[config.mk]
export PLATFORM = sky130hd
export DESIGN_NAME = conv_window_addr_gen_flat
export DESIGN_NICKNAME = d
export VERILOG_FILES = /design/src/rtl/conv_window_addr_gen_if.sv /design/src/rtl/conv_window_addr_gen.sv /design/src/flat_wrapper.sv
export SDC_FILE = /design/constraint.sdc
export NUM_CORES = 1
export LEC_CHECK = 0
export ABC_AREA = 1
export CORE_AREA = 2 2 131 197
export DETAILED_ROUTE_END_ITERATION = 12
export DIE_AREA = 0 0 133 199
export REMOVE_ABC_BUFFERS = 1
export SLEW_MARGIN = 20
export SYNTH_ARGS = -nofsm -noshare
export SYNTH_HDL_FRONTEND = slang
export SYNTH_SLANG_ARGS = --single-unit
[constraint.sdc]
create_clock -name clk -period 4.4 [get_ports clk]
set_input_delay 0.66 -clock clk [delete_from_list [all_inputs] [get_ports clk]]
set_output_delay 0.66 -clock clk [all_outputs]
set_load 0.02 [all_outputs]
[src/rtl/conv_window_addr_gen_if.sv]
// Tap-address stream from conv_window_addr_gen to the feature-memory read port.
// The addr_pad signal exists only when CONV_PAD_EN is defined.
interface conv_window_addr_gen_if #(
  parameter int ADDR_W = 20
);
  logic [ADDR_W-1:0] addr;
  logic              addr_valid;
  logic              addr_ready;
  logic [5:0]        tap_idx;
  logic              win_first;
  logic              win_last;
`ifdef CONV_PAD_EN
  logic              addr_pad;
`endif

  modport master (
    output addr, addr_valid, tap_idx, win_first, win_last,
`ifdef CONV_PAD_EN
    output addr_pad,
`endif
    input  addr_ready
  );

  modport slave (
    input  addr, addr_valid, tap_idx, win_first, win_last,
`ifdef CONV_PAD_EN
    input  addr_pad,
`endif
    output addr_ready
  );
endinterface

[src/rtl/conv_window_addr_gen.sv]
// KxK convolution window tap-address generator over a row-major frame, stride STRIDE.
// Optional "same" padding via CONV_PAD_EN (adds addr_pad on the stream interface).
//   state  | meaning
//   S_IDLE | waiting for start
//   S_RUN  | presenting taps, advancing on valid & ready
//   S_DONE | one-cycle frame_done, then back to idle
module conv_window_addr_gen #(
  parameter int IMG_W  = 640,
  parameter int IMG_H  = 480,
  parameter int K      = 3,
  parameter int STRIDE = 1,
  parameter int ADDR_W = 20
) (
  input  logic clk,
  input  logic reset_n,
  input  logic start,
  output logic busy,
  output logic frame_done,
  output logic mem_init,
  conv_window_addr_gen_if.master rd
);

`ifdef CONV_PAD_EN
  localparam int P = K / 2;
`else
  localparam int P = 0;
`endif
  localparam int OUT_W = (IMG_W + 2*P - K) / STRIDE + 1;
  localparam int OUT_H = (IMG_H + 2*P - K) / STRIDE + 1;
  localparam int DIM   = (IMG_W > IMG_H ? IMG_W : IMG_H) + 2*P + 1;
  localparam int CW    = $clog2(DIM) + 1;

  localparam logic [2:0]        K_LAST    = 3'(K - 1);
  localparam logic [5:0]        TAP_LAST  = 6'(K*K - 1);
  localparam logic [CW-1:0]     WX_LAST   = CW'(OUT_W - 1);
  localparam logic [CW-1:0]     WY_LAST   = CW'(OUT_H - 1);
  // Linear address arithmetic is modulo 2^ADDR_W; the negative padded origin
  // wraps, and every in-bounds tap still lands on its exact address.
  localparam logic [ADDR_W-1:0] ORIGIN    = ADDR_W'(-(P*IMG_W + P));
  localparam logic [ADDR_W-1:0] ONE_A     = ADDR_W'(1);
  localparam logic [ADDR_W-1:0] ROW_STEP  = ADDR_W'(IMG_W);
  localparam logic [ADDR_W-1:0] WIN_STEP  = ADDR_W'(STRIDE);
  localparam logic [ADDR_W-1:0] WROW_STEP = ADDR_W'(STRIDE*IMG_W);

`ifdef CONV_PAD_EN
  localparam int SW = CW + 1;
  localparam logic signed [SW-1:0] C_ORG  = SW'(-P);
  localparam logic signed [SW-1:0] C_ONE  = SW'(1);
  localparam logic signed [SW-1:0] C_STEP = SW'(STRIDE);
  localparam logic signed [SW-1:0] W_LIM  = SW'(IMG_W);
  localparam logic signed [SW-1:0] H_LIM  = SW'(IMG_H);
`endif

  typedef enum logic [1:0] {S_IDLE = 2'd0, S_RUN = 2'd1, S_DONE = 2'd2} state_t;

  state_t state_q, state_d;

  logic [2:0]        kx_q, ky_q, t_kx, t_ky;
  logic [CW-1:0]     wx_q, wy_q, t_wx, t_wy;
  logic [5:0]        tap_q, t_tap;
  logic [ADDR_W-1:0] lin_q, rowb_q, winb_q, wrowb_q;
  logic [ADDR_W-1:0] t_lin, t_rowb, t_winb, t_wrowb;
  logic [ADDR_W-1:0] addr_q;
  logic              first_q, last_q;
  logic              valid_c, hs, last_tap, load_en, t_pad;
`ifdef CONV_PAD_EN
  logic signed [SW-1:0] col_q, row_q, wcol_q, wrow_q;
  logic signed [SW-1:0] t_col, t_row, t_wcol, t_wrow;
  logic                 pad_q;
`endif

  assign hs      = valid_c & rd.addr_ready;
  assign load_en = ((state_q == S_IDLE) & start) | ((state_q == S_RUN) & hs & ~last_tap);

  always_ff @(posedge clk or negedge reset_n) begin
    if (!reset_n) state_q <= S_IDLE;
    else          state_q <= state_d;
  end

  always_comb begin
    state_d = state_q;
    case (state_q)
      S_IDLE:  if (start) state_d = S_RUN;
      S_RUN:   if (hs && last_tap) state_d = S_DONE;
      S_DONE:  state_d = S_IDLE;
      default: state_d = S_IDLE;
    endcase
  end

  always_comb begin
    busy       = 1'b0;
    valid_c    = 1'b0;
    frame_done = 1'b0;
    case (state_q)
      S_RUN: begin
        busy    = 1'b1;
        valid_c = 1'b1;
      end
      S_DONE:  frame_done = 1'b1;
      default: ;
    endcase
  end

  // Target values for the next tap: frame origin from IDLE, otherwise the
  // scan successor (kx fastest, then ky, then window column, then window row).
  always_comb begin
    last_tap = 1'b0;
    t_kx    = kx_q;
    t_ky    = ky_q;
    t_wx    = wx_q;
    t_wy    = wy_q;
    t_tap   = tap_q;
    t_lin   = lin_q;
    t_rowb  = rowb_q;
    t_winb  = winb_q;
    t_wrowb = wrowb_q;
`ifdef CONV_PAD_EN
    t_col  = col_q;
    t_row  = row_q;
    t_wcol = wcol_q;
    t_wrow = wrow_q;
`endif
    if (state_q == S_IDLE) begin
      t_kx    = '0;
      t_ky    = '0;
      t_wx    = '0;
      t_wy    = '0;
      t_tap   = '0;
      t_lin   = ORIGIN;
      t_rowb  = ORIGIN;
      t_winb  = ORIGIN;
      t_wrowb = ORIGIN;
`ifdef CONV_PAD_EN
      t_col  = C_ORG;
      t_row  = C_ORG;
      t_wcol = C_ORG;
      t_wrow = C_ORG;
`endif
    end else if (kx_q != K_LAST) begin
      t_kx  = kx_q + 3'd1;
      t_tap = tap_q + 6'd1;
      t_lin = lin_q + ONE_A;
`ifdef CONV_PAD_EN
      t_col = col_q + C_ONE;
`endif
    end else if (ky_q != K_LAST) begin
      t_kx   = '0;
      t_ky   = ky_q + 3'd1;
      t_tap  = tap_q + 6'd1;
      t_rowb = rowb_q + ROW_STEP;
      t_lin  = rowb_q + ROW_STEP;
`ifdef CONV_PAD_EN
      t_col = wcol_q;
      t_row = row_q + C_ONE;
`endif
    end else if (wx_q != WX_LAST) begin
      t_kx   = '0;
      t_ky   = '0;
      t_tap  = '0;
      t_wx   = wx_q + CW'(1);
      t_winb = winb_q + WIN_STEP;
      t_rowb = winb_q + WIN_STEP;
      t_lin  = winb_q + WIN_STEP;
`ifdef CONV_PAD_EN
      t_wcol = wcol_q + C_STEP;
      t_col  = wcol_q + C_STEP;
      t_row  = wrow_q;
`endif
    end else if (wy_q != WY_LAST) begin
      t_kx    = '0;
      t_ky    = '0;
      t_tap   = '0;
      t_wx    = '0;
      t_wy    = wy_q + CW'(1);
      t_wrowb = wrowb_q + WROW_STEP;
      t_winb  = wrowb_q + WROW_STEP;
      t_rowb  = wrowb_q + WROW_STEP;
      t_lin   = wrowb_q + WROW_STEP;
`ifdef CONV_PAD_EN
      t_wcol = C_ORG;
      t_col  = C_ORG;
      t_wrow = wrow_q + C_STEP;
      t_row  = wrow_q + C_STEP;
`endif
    end else begin
      last_tap = 1'b1;
    end
`ifdef CONV_PAD_EN
    t_pad = t_col[SW-1] || (t_col >= W_LIM) || t_row[SW-1] || (t_row >= H_LIM);
`else
    t_pad = 1'b0;
`endif
  end

  always_ff @(posedge clk or negedge reset_n) begin
    if (!reset_n) begin
      kx_q    <= '0;
      ky_q    <= '0;
      wx_q    <= '0;
      wy_q    <= '0;
      tap_q   <= '0;
      lin_q   <= '0;
      rowb_q  <= '0;
      winb_q  <= '0;
      wrowb_q <= '0;
      addr_q  <= '0;
      first_q <= 1'b0;
      last_q  <= 1'b0;
`ifdef CONV_PAD_EN
      col_q  <= '0;
      row_q  <= '0;
      wcol_q <= '0;
      wrow_q <= '0;
      pad_q  <= 1'b0;
`endif
    end else if (load_en) begin
      kx_q    <= t_kx;
      ky_q    <= t_ky;
      wx_q    <= t_wx;
      wy_q    <= t_wy;
      tap_q   <= t_tap;
      lin_q   <= t_lin;
      rowb_q  <= t_rowb;
      winb_q  <= t_winb;
      wrowb_q <= t_wrowb;
      addr_q  <= t_pad ? '0 : t_lin;
      first_q <= (t_tap == '0);
      last_q  <= (t_tap == TAP_LAST);
`ifdef CONV_PAD_EN
      col_q  <= t_col;
      row_q  <= t_row;
      wcol_q <= t_wcol;
      wrow_q <= t_wrow;
      pad_q  <= t_pad;
`endif
    end
  end

  always_ff @(posedge clk or negedge reset_n) begin
    if (!reset_n)                          mem_init <= 1'b0;
    else if ((state_q == S_IDLE) && start) mem_init <= 1'b1;
  end

  assign rd.addr       = addr_q;
  assign rd.addr_valid = valid_c;
  assign rd.tap_idx    = tap_q;
  assign rd.win_first  = first_q;
  assign rd.win_last   = last_q;
`ifdef CONV_PAD_EN
  assign rd.addr_pad   = pad_q;
`endif

endmodule

[src/flat_wrapper.sv]
// flat-port wrapper written by rule: the top's interface ports become plain ports
module conv_window_addr_gen_flat 
#(
  parameter int IMG_W  = 640,
  parameter int IMG_H  = 480,
  parameter int K      = 3,
  parameter int STRIDE = 1,
  parameter int ADDR_W = 20
)
  (clk, reset_n, start, busy, frame_done, mem_init, rd_addr, rd_addr_valid, rd_tap_idx, rd_win_first, rd_win_last, rd_addr_ready);
  conv_window_addr_gen_if #(.ADDR_W(ADDR_W)) rd_i ();
  input  logic clk;
  input  logic reset_n;
  input  logic start;
  output logic busy;
  output logic frame_done;
  output logic mem_init;
  output wire logic [$bits(rd_i.addr)-1:0] rd_addr;
  output wire logic [$bits(rd_i.addr_valid)-1:0] rd_addr_valid;
  output wire logic [$bits(rd_i.tap_idx)-1:0] rd_tap_idx;
  output wire logic [$bits(rd_i.win_first)-1:0] rd_win_first;
  output wire logic [$bits(rd_i.win_last)-1:0] rd_win_last;
  input wire logic [$bits(rd_i.addr_ready)-1:0] rd_addr_ready;
  assign rd_addr = rd_i.addr;
  assign rd_addr_valid = rd_i.addr_valid;
  assign rd_tap_idx = rd_i.tap_idx;
  assign rd_win_first = rd_i.win_first;
  assign rd_win_last = rd_i.win_last;
  assign rd_i.addr_ready = rd_addr_ready;
  conv_window_addr_gen #(.IMG_W(IMG_W), .IMG_H(IMG_H), .K(K), .STRIDE(STRIDE), .ADDR_W(ADDR_W)) u_core (.clk(clk), .reset_n(reset_n), .start(start), .busy(busy), .frame_done(frame_done), .mem_init(mem_init), .rd(rd_i));
endmodule
==> flow_summary.yaml <==
sta:
  max_freq_ghz: 0.321
  fin_skew_ns: 0.0102
  layout_setup_ws_ns: 1.29
  finalHoldViolCount: 0
  rsz0062_at_grt: "false"
  slew_viol_final: 0
  fin_crit_ns: 3.11
  finalSetupViolCount: 0
  tns_ns: 0
  tightestPinTransition_ns: 0.965
  post-route-period-util_pct: 70.7
  max_slew_margin_pct: 35.6
floorplan:
  die_y_um: 199
  die_w_um: 133
  core_sq_mm: 0.0248
  pin_count: 36
  rows: 71
  dieArea_sq_mm: 0.0265
  start_util_pct: 29.5
synth:
  synthFlopType: "dfrtp_1"
  synthMuxAreaShare_pct: 0
  synthArstFlopShare_pct: 100
  synthAdderAreaFrac_pct: 1.54
  synth_compound_area_share_pct: 12.7
  synth.distinct_cells: 44
  yosysWarnings: 0
  synthTopCellsByArea: "dfrtp_1, nand2_1, nand3_1"
  avgSynthCellArea_sq_um: 6.97
  synth_xor_area_share_pct: 4.07
  synth_cells: 1051
  yosys.area_share.simple_pct: 35.0
  ys_seq_elements: 112
  synth_edf_count: 0
  yosysSeqAreaShare_pct: 38.3
  synth_top_family_by_area: "simple AND/OR/NAND/NOR gates"
  syn_area_sq_mm: 0.00732
  synth_top_cell_area_share_pct: 38.3
  synth_top_area_cell: "dfrtp_1"
pwr:
  switching_share_pct: 43.7
  p_int_w: 0.00250
  seqPwrFrac_pct: 38.6
  leakage_nw: 3.91
  clkPwrFrac_pct: 17.2
  vdd_drop_max_mv: 0.228
  p_switching_w: 0.00194
  combinationalPowerShare_pct: 44.2
  finalPower_w: 0.00444
  cellPowerDensity_mw_per_mm2: 540
clocking:
  cts_root_buffer: "clkbuf_16"
  cts.repair.resized: 0
  clk_pin_slew_worst_paths_ns: 0.07
  cts_buffer_depth: 2
  numClockSinks: 112
  cts_setup_buffers: 0
  clk_latency_ns: 0.35
  tritoncts: "built"
  numCtsBuffers: 9
  hold_buffers: 0
  htree_levels: 3
grt:
  grt_max_degree: 73
  grt_pass1_wl_mm: 33.1
  gr-usage-all-layers_pct: 15.4
  grt_pass1_vias: 6703
  antenna_found_initial: 0
  grt.overflow.total: 0
detailed_routing:
  drtPass1Iterations: 9
  route.detailed.drc: 0
  wl_per_cell_um: 13.9
  initialDrtViolationCount: 470
  drt.antenna.violating_nets: 0
  routed_via_density: 4.80
  totalWireLength_mm: 19.5
  vias: 6755
finish:
  nets: 1089
  area_delta_synth_final_pct: 12.3
  final_layout_size_suffix_gt1_share_pct: 6.95
  n_antenna_cell: 0
  nFillCells: 2646
hold_path:
  hp-class: "in2async"
place:
  gp_congestion: 0.868
  dpl.hpwl_mm: 14.4
  dp_slack_ns: 1.11
  numPortBuffers: 35
critical_path:
  cp-end-kind: "flip-flop"
  worstPathMaxFanout: 29
  cp-start-kind: "flip-flop"
  worstPathRequired_ns: 4.63
  worst_ep_arrival_time_ns: 3.34
  worstSetupPathType: "reg2reg"
outcome:
  status: "finished clean"
flow_run:
  cap_viol_max_count: 0
==> final cells by class <==
cell class / instances / area [sq um] / area share, %
clock buffers: 13 / 250 / 3.04
clock inverters: 1 / 5.00 / 0.0608
inverters: 115 / 437 / 5.31
multi-input cells: 794 / 3910 / 47.5
flip-flops and latches: 112 / 2800 / 34.1
well taps: 328 / 410 / 4.99
repair buffers: 44 / 415 / 5.05
==> path summary, 6_finish.rpt <==
path	from	to	slack (ns)	depth (start not counted)
max in group asynchronous	reset_n	u_core.winb_q[7]	3.03	2
min in group clk	u_core.rowb_q[1]	u_core.rowb_q[1]	0.49	2
worst max-delay path	u_core.wx_q[0]	u_core.rowb_q[0]	1.29	12
worst max register to register	u_core.wx_q[0]	u_core.rowb_q[0]	1.29	12
worst min register to register	u_core.rowb_q[1]	u_core.rowb_q[1]	0.49	2
worst min-delay path	reset_n	u_core.wx_q[4]	0.46	1
==> critical path: stages, from the launching register on <==
cell and delay [ns]:
dfrtp_1 0.47, ha_1 0.18, nand2_1 0.06, nor2_2 0.12, nand2_2 0.10, nor2_8 0.28, nand3_2 0.16, nand2_4 0.24
nand2_2 0.44, nand3_2 0.51, inv_2 0.23, nand2_1 0.11, o21ai_0 0.07
==> logic make-up after synthesis <==
group           after synthesis
flops                       112
buf+inv                     145
simple gates                601
xor+xnor                     34
compound gates              150
fa+ha+maj                     9
==> through the flow <==
stage	util (%)	hold WS [ns]	instances	area [sq um]
global route	33.2	0.508	1407	8230
detailed placement	32.2	0.465	1393	7970
CTS	33.2	0.488	1407	8230
global placement	32.2	0.470	1393	7970
floorplan	-	0.364	1021	7140
finish	33.2	0.457	1407	8230
==> power groups by stage <==
| stage | Clock [W] | Combinational (W) | Sequential [W] |
|---|---|---|---|
| after detailed placement | 0 | 0.00196 | 0.00173 |
| after floorplan | 0 | 0.00125 | 0.00176 |
| final | 0.000765 | 0.00196 | 0.00171 |
| after global placement | 0 | 0.00194 | 0.00173 |
| after CTS | 0.000790 | 0.00197 | 0.00171 |
| after global routing | 0.000827 | 0.00223 | 0.00177 |
==> state kept, by name, indices dropped and copies added (netlist names) <==
register / flops
u_core.wrowb_q: 13
u_core.rd.win_last: 1
u_core.wy_q: 11
u_core.wx_q: 11
u_core.mem_init: 1
u_core.lin_q: 20
u_core.ky_q: 3
u_core.rowb_q: 20
u_core.rd.win_first: 1
u_core.state_q: 2
u_core.rd.tap_idx: 6
u_core.kx_q: 3
u_core.winb_q: 20
==> routing by layer <==
layer | track usage [%] | vias to the layer above | part of all wire (%)
met5 | 0 | - | 0
met4 | 5.77 | 0 | 2.6
met3 | 1.89 | 31 | 3.0
met2 | 28.7 | 119 | 52
met1 | 18.0 | 3170 | 43
li1 | - | 3435 | -
==> cells in the final DEF (no fill, tap or decap), types with 2 or more instances in the layout <==
| master | n |
|---|---|
| or2_2 | 4 |
| o22ai_1 | 6 |
| o21ai_1 | 13 |
| clkbuf_16 | 9 |
| a21oi_1 | 25 |
| dfrtp_1 | 112 |
| nand3_2 | 2 |
| inv_1 | 107 |
| inv_2 | 5 |
| xor2_1 | 31 |
| o21ai_0 | 65 |
| nor2_2 | 4 |
| o21a_1 | 2 |
| xnor2_1 | 3 |
| o31ai_1 | 2 |
| nand3b_1 | 3 |
| o22ai_2 | 2 |
| clkbuf_1 | 3 |
| o21ai_2 | 26 |
| clkdlybuf4s50_1 | 34 |
| nand2_1 | 333 |
| a21o_1 | 2 |
| nand3_1 | 99 |
| a31oi_1 | 2 |
| inv_4 | 2 |
| nor3_1 | 22 |
| nand4_1 | 19 |
| buf_4 | 10 |
| a31oi_4 | 2 |
| nand2_2 | 3 |
| nor2_1 | 106 |
| ha_1 | 9 |
==> synth_stat cells, types with 4 or more instances <==
cell type  number
nand2_1       333
dfrtp_1       112
inv_1         107
nor2_1        107
nand3_1        99
o21ai_0        65
xor2_1         31
o21ai_2        26
a21oi_1        25
nor3_1         22
nand4_1        19
o21ai_1        13
clkbuf_1        9
ha_1            9
buf_2           8
o22ai_1         6
buf_4           5
buf_6           5
inv_2           5
or2_2           4
Power figures use the tool's default switching activity.
